### config.mk
export PLATFORM = sky130hd
export DESIGN_NAME = cart_mem_arbiter
export DESIGN_NICKNAME = d
export VERILOG_FILES = /design/src/rtl/msx_cart_pkg.sv /design/src/rtl/cart_bank_regs.sv /design/src/rtl/cart_mem_arbiter.sv
export SDC_FILE = /design/constraint.sdc
export NUM_CORES = 1
export LEC_CHECK = 0
export ABC_AREA = 1
export CAP_MARGIN = 40
export CORE_ASPECT_RATIO = 1.75
export CORE_MARGIN = 5
export CORE_UTILIZATION = 39
export DETAILED_ROUTE_END_ITERATION = 8
export DONT_BUFFER_PORTS = 1
export GPL_TIMING_DRIVEN = 0
export PLACE_DENSITY = 0.55
export SYNTH_ARGS = -nofsm -noshare
export SYNTH_HDL_FRONTEND = slang
export SYNTH_SLANG_ARGS = --single-unit
export TNS_END_PERCENT = 30
### constraint.sdc
create_clock -name clk -period 2.84 [get_ports clk]
set_input_delay 0.568 -clock clk [delete_from_list [all_inputs] [get_ports clk]]
set_output_delay 0.568 -clock clk [all_outputs]
set_load 0.02 [all_outputs]
### src/rtl/msx_cart_pkg.sv
// Shared types and constants for the cartridge memory arbiter and its
// optional ASCII8 bank mapper.
package msx_cart_pkg;

    localparam int ADDR_W_DEF = 20;

    typedef enum logic [1:0] {
        IDLE     = 2'd0,
        LD_WR    = 2'd1,
        CPU_RD   = 2'd2,
        CPU_HOLD = 2'd3
    } state_e;

    // Bank select register windows, one 2 KB window per bank.
    localparam logic [3:0][15:0] ASCII8_BANK_BASE = {16'h7800, 16'h7000, 16'h6800, 16'h6000};
    localparam logic [3:0][7:0]  ASCII8_BANK_RST  = {8'd3, 8'd2, 8'd1, 8'd0};

endpackage

### src/rtl/cart_bank_regs.sv
// ASCII8 mapper: four 8 KB bank registers written through 6000-7FFF and
// translation of a Z80 read address to a physical cartridge address.
module cart_bank_regs
    import msx_cart_pkg::*;
#(
    parameter int ADDR_W = ADDR_W_DEF
) (
    input  logic              clk,
    input  logic              reset,
    input  logic              wr_i,
    input  logic [15:0]       addr_i,
    input  logic [7:0]        din_i,
    output logic [ADDR_W-1:0] rd_addr_o
);

    logic [3:0][7:0] bank_q;
    logic [1:0]      sel;
    logic [20:0]     raw;

    // All four register windows share the top three address bits; [12:11] picks the bank.
    always_ff @(posedge clk or posedge reset) begin
        if (reset)
            bank_q <= ASCII8_BANK_RST;
        else if (wr_i && addr_i[15:13] == ASCII8_BANK_BASE[0][15:13])
            bank_q[addr_i[12:11]] <= din_i;
    end

    // 4000 -> bank0, 6000 -> bank1, 8000 -> bank2, A000 -> bank3
    assign sel       = addr_i[14:13] + 2'd2;
    assign raw       = {bank_q[sel], addr_i[12:0]};
    assign rd_addr_o = ADDR_W'(raw);

endmodule

### src/rtl/cart_mem_arbiter.sv
// Arbitrates one single-port cartridge memory between the ioctl loader and
// Z80 slot-1 reads, stretching the CPU with WAIT. ASCII8_MAPPER_EN enables banking.
module cart_mem_arbiter
    import msx_cart_pkg::*;
#(
    parameter int          ADDR_W   = ADDR_W_DEF,
    parameter logic [15:0] LIN_BASE = 16'h4000
) (
    input  logic              clk,
    input  logic              reset,
    input  logic              cpu_rd_req,
    input  logic              cpu_wr,
    input  logic [15:0]       cpu_addr,
    input  logic [7:0]        cpu_din,
    output logic [7:0]        cpu_dout,
    output logic              cpu_wait_n,
    input  logic              ld_wr,
    input  logic [ADDR_W-1:0] ld_addr,
    input  logic [7:0]        ld_data,
    output logic              ld_busy,
    output logic              ld_overrun,
    output logic              mem_req,
    output logic              mem_we,
    output logic [ADDR_W-1:0] mem_addr,
    output logic [7:0]        mem_wdata,
    input  logic [7:0]        mem_rdata,
    input  logic              mem_ack
);

    state_e            state_q, state_d;
    logic              mem_req_q, mem_req_d, mem_we_q, mem_we_d;
    logic [ADDR_W-1:0] mem_addr_q, mem_addr_d;
    logic [7:0]        mem_wdata_q, mem_wdata_d, dout_q, dout_d;
    logic              buf_full_q, buf_full_d, ovr_q, ovr_d;
    logic [ADDR_W-1:0] buf_addr_q, buf_addr_d;
    logic [7:0]        buf_data_q, buf_data_d;
    logic [ADDR_W-1:0] xl_addr;

`ifdef ASCII8_MAPPER_EN
    localparam logic [15:0] unused_lin_base = LIN_BASE;

    cart_bank_regs #(.ADDR_W(ADDR_W)) u_bank_regs (
        .clk      (clk),
        .reset    (reset),
        .wr_i     (cpu_wr),
        .addr_i   (cpu_addr),
        .din_i    (cpu_din),
        .rd_addr_o(xl_addr)
    );
`else
    logic [15:0] lin_off;
    logic        unused_cpu_wr;

    assign lin_off       = cpu_addr - LIN_BASE;
    assign xl_addr       = ADDR_W'(lin_off);
    assign unused_cpu_wr = ^{cpu_wr, cpu_din};
`endif

    always_comb begin
        state_d     = state_q;
        mem_req_d   = mem_req_q;
        mem_we_d    = mem_we_q;
        mem_addr_d  = mem_addr_q;
        mem_wdata_d = mem_wdata_q;
        dout_d      = dout_q;
        buf_full_d  = buf_full_q;
        buf_addr_d  = buf_addr_q;
        buf_data_d  = buf_data_q;
        ovr_d       = ovr_q;

        if (ld_wr) begin
            if (buf_full_q) begin
                ovr_d = 1'b1;
            end else begin
                buf_full_d = 1'b1;
                buf_addr_d = ld_addr;
                buf_data_d = ld_data;
            end
        end

        case (state_q)
            IDLE: begin
                // A loader write landing this very cycle still beats a CPU read.
                if (buf_full_q || ld_wr) begin
                    state_d     = LD_WR;
                    mem_req_d   = 1'b1;
                    mem_we_d    = 1'b1;
                    mem_addr_d  = buf_full_q ? buf_addr_q : ld_addr;
                    mem_wdata_d = buf_full_q ? buf_data_q : ld_data;
                end else if (cpu_rd_req) begin
                    state_d    = CPU_RD;
                    mem_req_d  = 1'b1;
                    mem_we_d   = 1'b0;
                    mem_addr_d = xl_addr;
                end
            end
            LD_WR: begin
                if (mem_ack) begin
                    state_d    = IDLE;
                    mem_req_d  = 1'b0;
                    buf_full_d = 1'b0;
                end
            end
            CPU_RD: begin
                if (mem_ack) begin
                    state_d   = CPU_HOLD;
                    mem_req_d = 1'b0;
                    dout_d    = mem_rdata;
                end
            end
            CPU_HOLD: begin
                if (!cpu_rd_req)
                    state_d = IDLE;
            end
            default: state_d = IDLE;
        endcase
    end

    always_ff @(posedge clk or posedge reset) begin
        if (reset) begin
            state_q     <= IDLE;
            mem_req_q   <= 1'b0;
            mem_we_q    <= 1'b0;
            mem_addr_q  <= '0;
            mem_wdata_q <= '0;
            dout_q      <= 8'hFF;
            buf_full_q  <= 1'b0;
            buf_addr_q  <= '0;
            buf_data_q  <= '0;
            ovr_q       <= 1'b0;
        end else begin
            state_q     <= state_d;
            mem_req_q   <= mem_req_d;
            mem_we_q    <= mem_we_d;
            mem_addr_q  <= mem_addr_d;
            mem_wdata_q <= mem_wdata_d;
            dout_q      <= dout_d;
            buf_full_q  <= buf_full_d;
            buf_addr_q  <= buf_addr_d;
            buf_data_q  <= buf_data_d;
            ovr_q       <= ovr_d;
        end
    end

    assign mem_req    = mem_req_q;
    assign mem_we     = mem_we_q;
    assign mem_addr   = mem_addr_q;
    assign mem_wdata  = mem_wdata_q;
    assign cpu_dout   = dout_q;
    assign ld_busy    = buf_full_q;
    assign ld_overrun = ovr_q;
    assign cpu_wait_n = ~(cpu_rd_req & (state_q != CPU_HOLD));

endmodule

==> key figures <==
Power and ir drop
  – Static Leak: 1.91 nW
  – Pwr/cell area: 1300 mW/mm^2
  – Worst VDD drop: 561 uV
  – Final Power: 5.01 mW

Placed design
  – Number of port buffers: 0
  – Placement Cell Area: ~0.0035 mm^2
  – Gpl congestion: 0.798
  – Post-DP HPWL: between 6000 and 7000 um

Floorplanning
  – Die W: about 80 um
  – Area of the die: ~0.011 mm^2
  – Die Y-Extent: 133 um
  – Initial Util: 39.3%
  – Core Box Area: about 0.0086 mm^2
  – Std-Cell Rows: between 40 and 50
  – IO Pins: 107

Worst setup path
  – CP arrival: 1150 ps
  – CP max FO: 4
  – Startpoint types: register
  – WP data required: 2270 ps
  – Crit path capture type: output port
  – WS Path Type: reg2out

Final layout
  – Final Cell Area: 0.00386 mm^2
  – Area Overhead vs Synth: 14.6%
  – Layout cells sized above 1: 12.9%
  – Most frequent cells in the layout: 151 x nand2_1, 62 x dfrtp_1, 33 x nand3_1, 30 x o21ai_0, 25 x inv_1
  – Area of the multi-input gates: roughly 0.0013 mm^2
  – Commonest non-fill, non-tap cell in the layout: nand2_1
  – Final nets: roughly 480
  – Fillers: 876
  – Final core occ: 45.1%
  – Ant. Diodes: 0
  – Reg area: 0.00176 mm^2

Logic synthesis
  – Yosys reg bits: 70
  – Synth cell types: 21
  – Xor/xnor share of the synthesized area: 0%
  – Multiplexer area fraction after synthesis: 2.68%
  – Largest family of logic cells by synthesized area: simple AND/OR/NAND/NOR gates
  – Synthesized area: 0.00337 mm^2
  – Synth warn: 0
  – Synthesized instance count: 400
  – Synth top area share: 46.1%
  – Register area share after synthesis: 52.3%
  – Synth Area in Compound Gates: 7.58%
  – Synth Area in Simple Gates: 27.4%
  – Adder-Cell Fraction of Synth Area: 2.23%
  – Largest cells by area after synthesis: dfrtp_1 46%, nand2_1 17%, dfstp_2 6.2%
  – Mapped Avg Cell Area: between 8 and 9 um^2
  – Area leader, netlist: dfrtp_1
  – Syn_nets: 472

Timing
  – Max Transition Viols Final: 0
  – Min Hold Slack: 48.2 ps
  – Worst Tran Pin Value: approximately 540 ps
  – Worst clock skew: 5.26 ps
  – Max-slew headroom: 64.2%
  – Post-layout min period: approximately 1700 ps
  – Setup repair after global routing missed its margin: false
  – Final worst-path cycle share: 60.6%
  – Hold Violations, Final: 0
  – Count of final setup violators: 0
  – Max Freq: about 0.58 GHz

CTS
  – Hold_buf cts: 0
  – Max clock buf depth: 2
  – PostCTS Resize Cnt: 0
  – Clk slew on worst S/H paths: 60 ps
  – CTS tree: done
  – TritonCTS buffer count: 9
  – Clk_lat worst skew: 330 ps
  – H-tree levels: 3
  – Root cell of the clock tree: clkbuf_16
  – Postcts setup bufs: 0
  – Sink Count: 70

Job
  – Max Cap Viol: 0

GRT
  – GRT overflow: 0
  – Gr usage total: 17.1%
  – Largest net degree at the start of global routing: between 50 and 60
  – Vias in the first global route: roughly 2.7k
  – First-pass GRT wire length: between 10000 and 15000 um
  – Antenna violations before repair: 0

Drt
  – Vias: 2583
  – Final WL: 8510 um
  – Drt wl/cell: approximately 16 um
  – DR iter-0 viols: ~140
  – Via density: 4.84
  – Number of remaining DRC errors: 0
  – DR pass1 iterations: 4
  – Post-route ant nets: 0

Outcome
  – Status: finished, final reports clean

Worst hold path
  – HP Class: in2async
synthesized netlist by cell type, drive strengths merged:
cell type and instances:
a21oi 2, a31oi 14, buf 16, clkbuf 4
dfrtp 62, dfstp 8, ha 6, inv 29
mux2 8, nand2 154, nand3 33, nor2 20
o21ai 30, o21bai 1, or2 13
cell families after synthesis:
group,after synthesis
and+or+nand+nor,220
DFF,70
buffers and inverters,49
AOI/OAI and AO/OA,47
muxes,8
adders and majority gates,6
per-stage QoR:
| step | setup slack (ps) | std cells | setup TNS [ps] |
|---|---|---|---|
| final | 1120 | 534 | 0 |
| after global routing | 1050 | 534 | 0 |
| after CTS | 1100 | 534 | 0 |
| after detailed placement | 1180 | 518 | 0 |
| after global placement | -390 | 517 | -23770 |
| after floorplan | 517 | 400 | 0 |
registers in the layout, summed over array words and instances (netlist names):
name        count
mem_addr       20
mem_req         1
mem_wdata       8
mem_we          1
buf_data_q      8
cpu_dout        8
ld_busy         1
state_q         2
buf_addr_q     20
ld_overrun      1
cell type report:
| cell class | instances | share of cell area (%) |
|---|---|---|
| sequential | 70 | 45.6 |
| multi-input combinational | 281 | 34.8 |
| clock buffer | 12 | 6.39 |
| buffer | 20 | 3.86 |
| tap | 117 | 3.79 |
| inverter | 29 | 3.01 |
| clock inverter | 4 | 1.82 |
| timing repair buffer | 1 | 0.713 |
per-layer routing:
metal  up-vias  GRT usage [%]  part of all wire, %
li1       1295              -                    -
met2        69           29.8                   54
met3        10           5.11                  6.1
met1      1209           19.1                   39
met4         0           6.39                  1.6
met5         -              0                    0
power breakdown:
part | total (mW) | internal [mW] | switching (mW)
registers | 2.12 | 1.52 | 0.601
clock network | 1.19 | 0.790 | 0.404
logic | 1.70 | 0.656 | 1.04
critical path: stages (launching register included):
cell	delay [ps]
dfrtp_1	410
ha_1	220
inv_1	60
nand2_1	140
final timing paths:
kind                           startpoint        endpoint  slack (ps)  depth (start not counted)
hold / removal                      reset    mem_addr[10]          50                          1
min in group clk                  mem_ack         ld_busy         330                          1
setup / recovery               state_q[0]      cpu_wait_n        1120                          3
hold reg to reg            buf_addr_q[11]  buf_addr_q[11]         500                          2
setup reg to reg               state_q[0]    mem_addr[19]        1200                          8
max in group asynchronous           reset     cpu_dout[2]        2190                          2
Power figures use the tool's default switching activity.
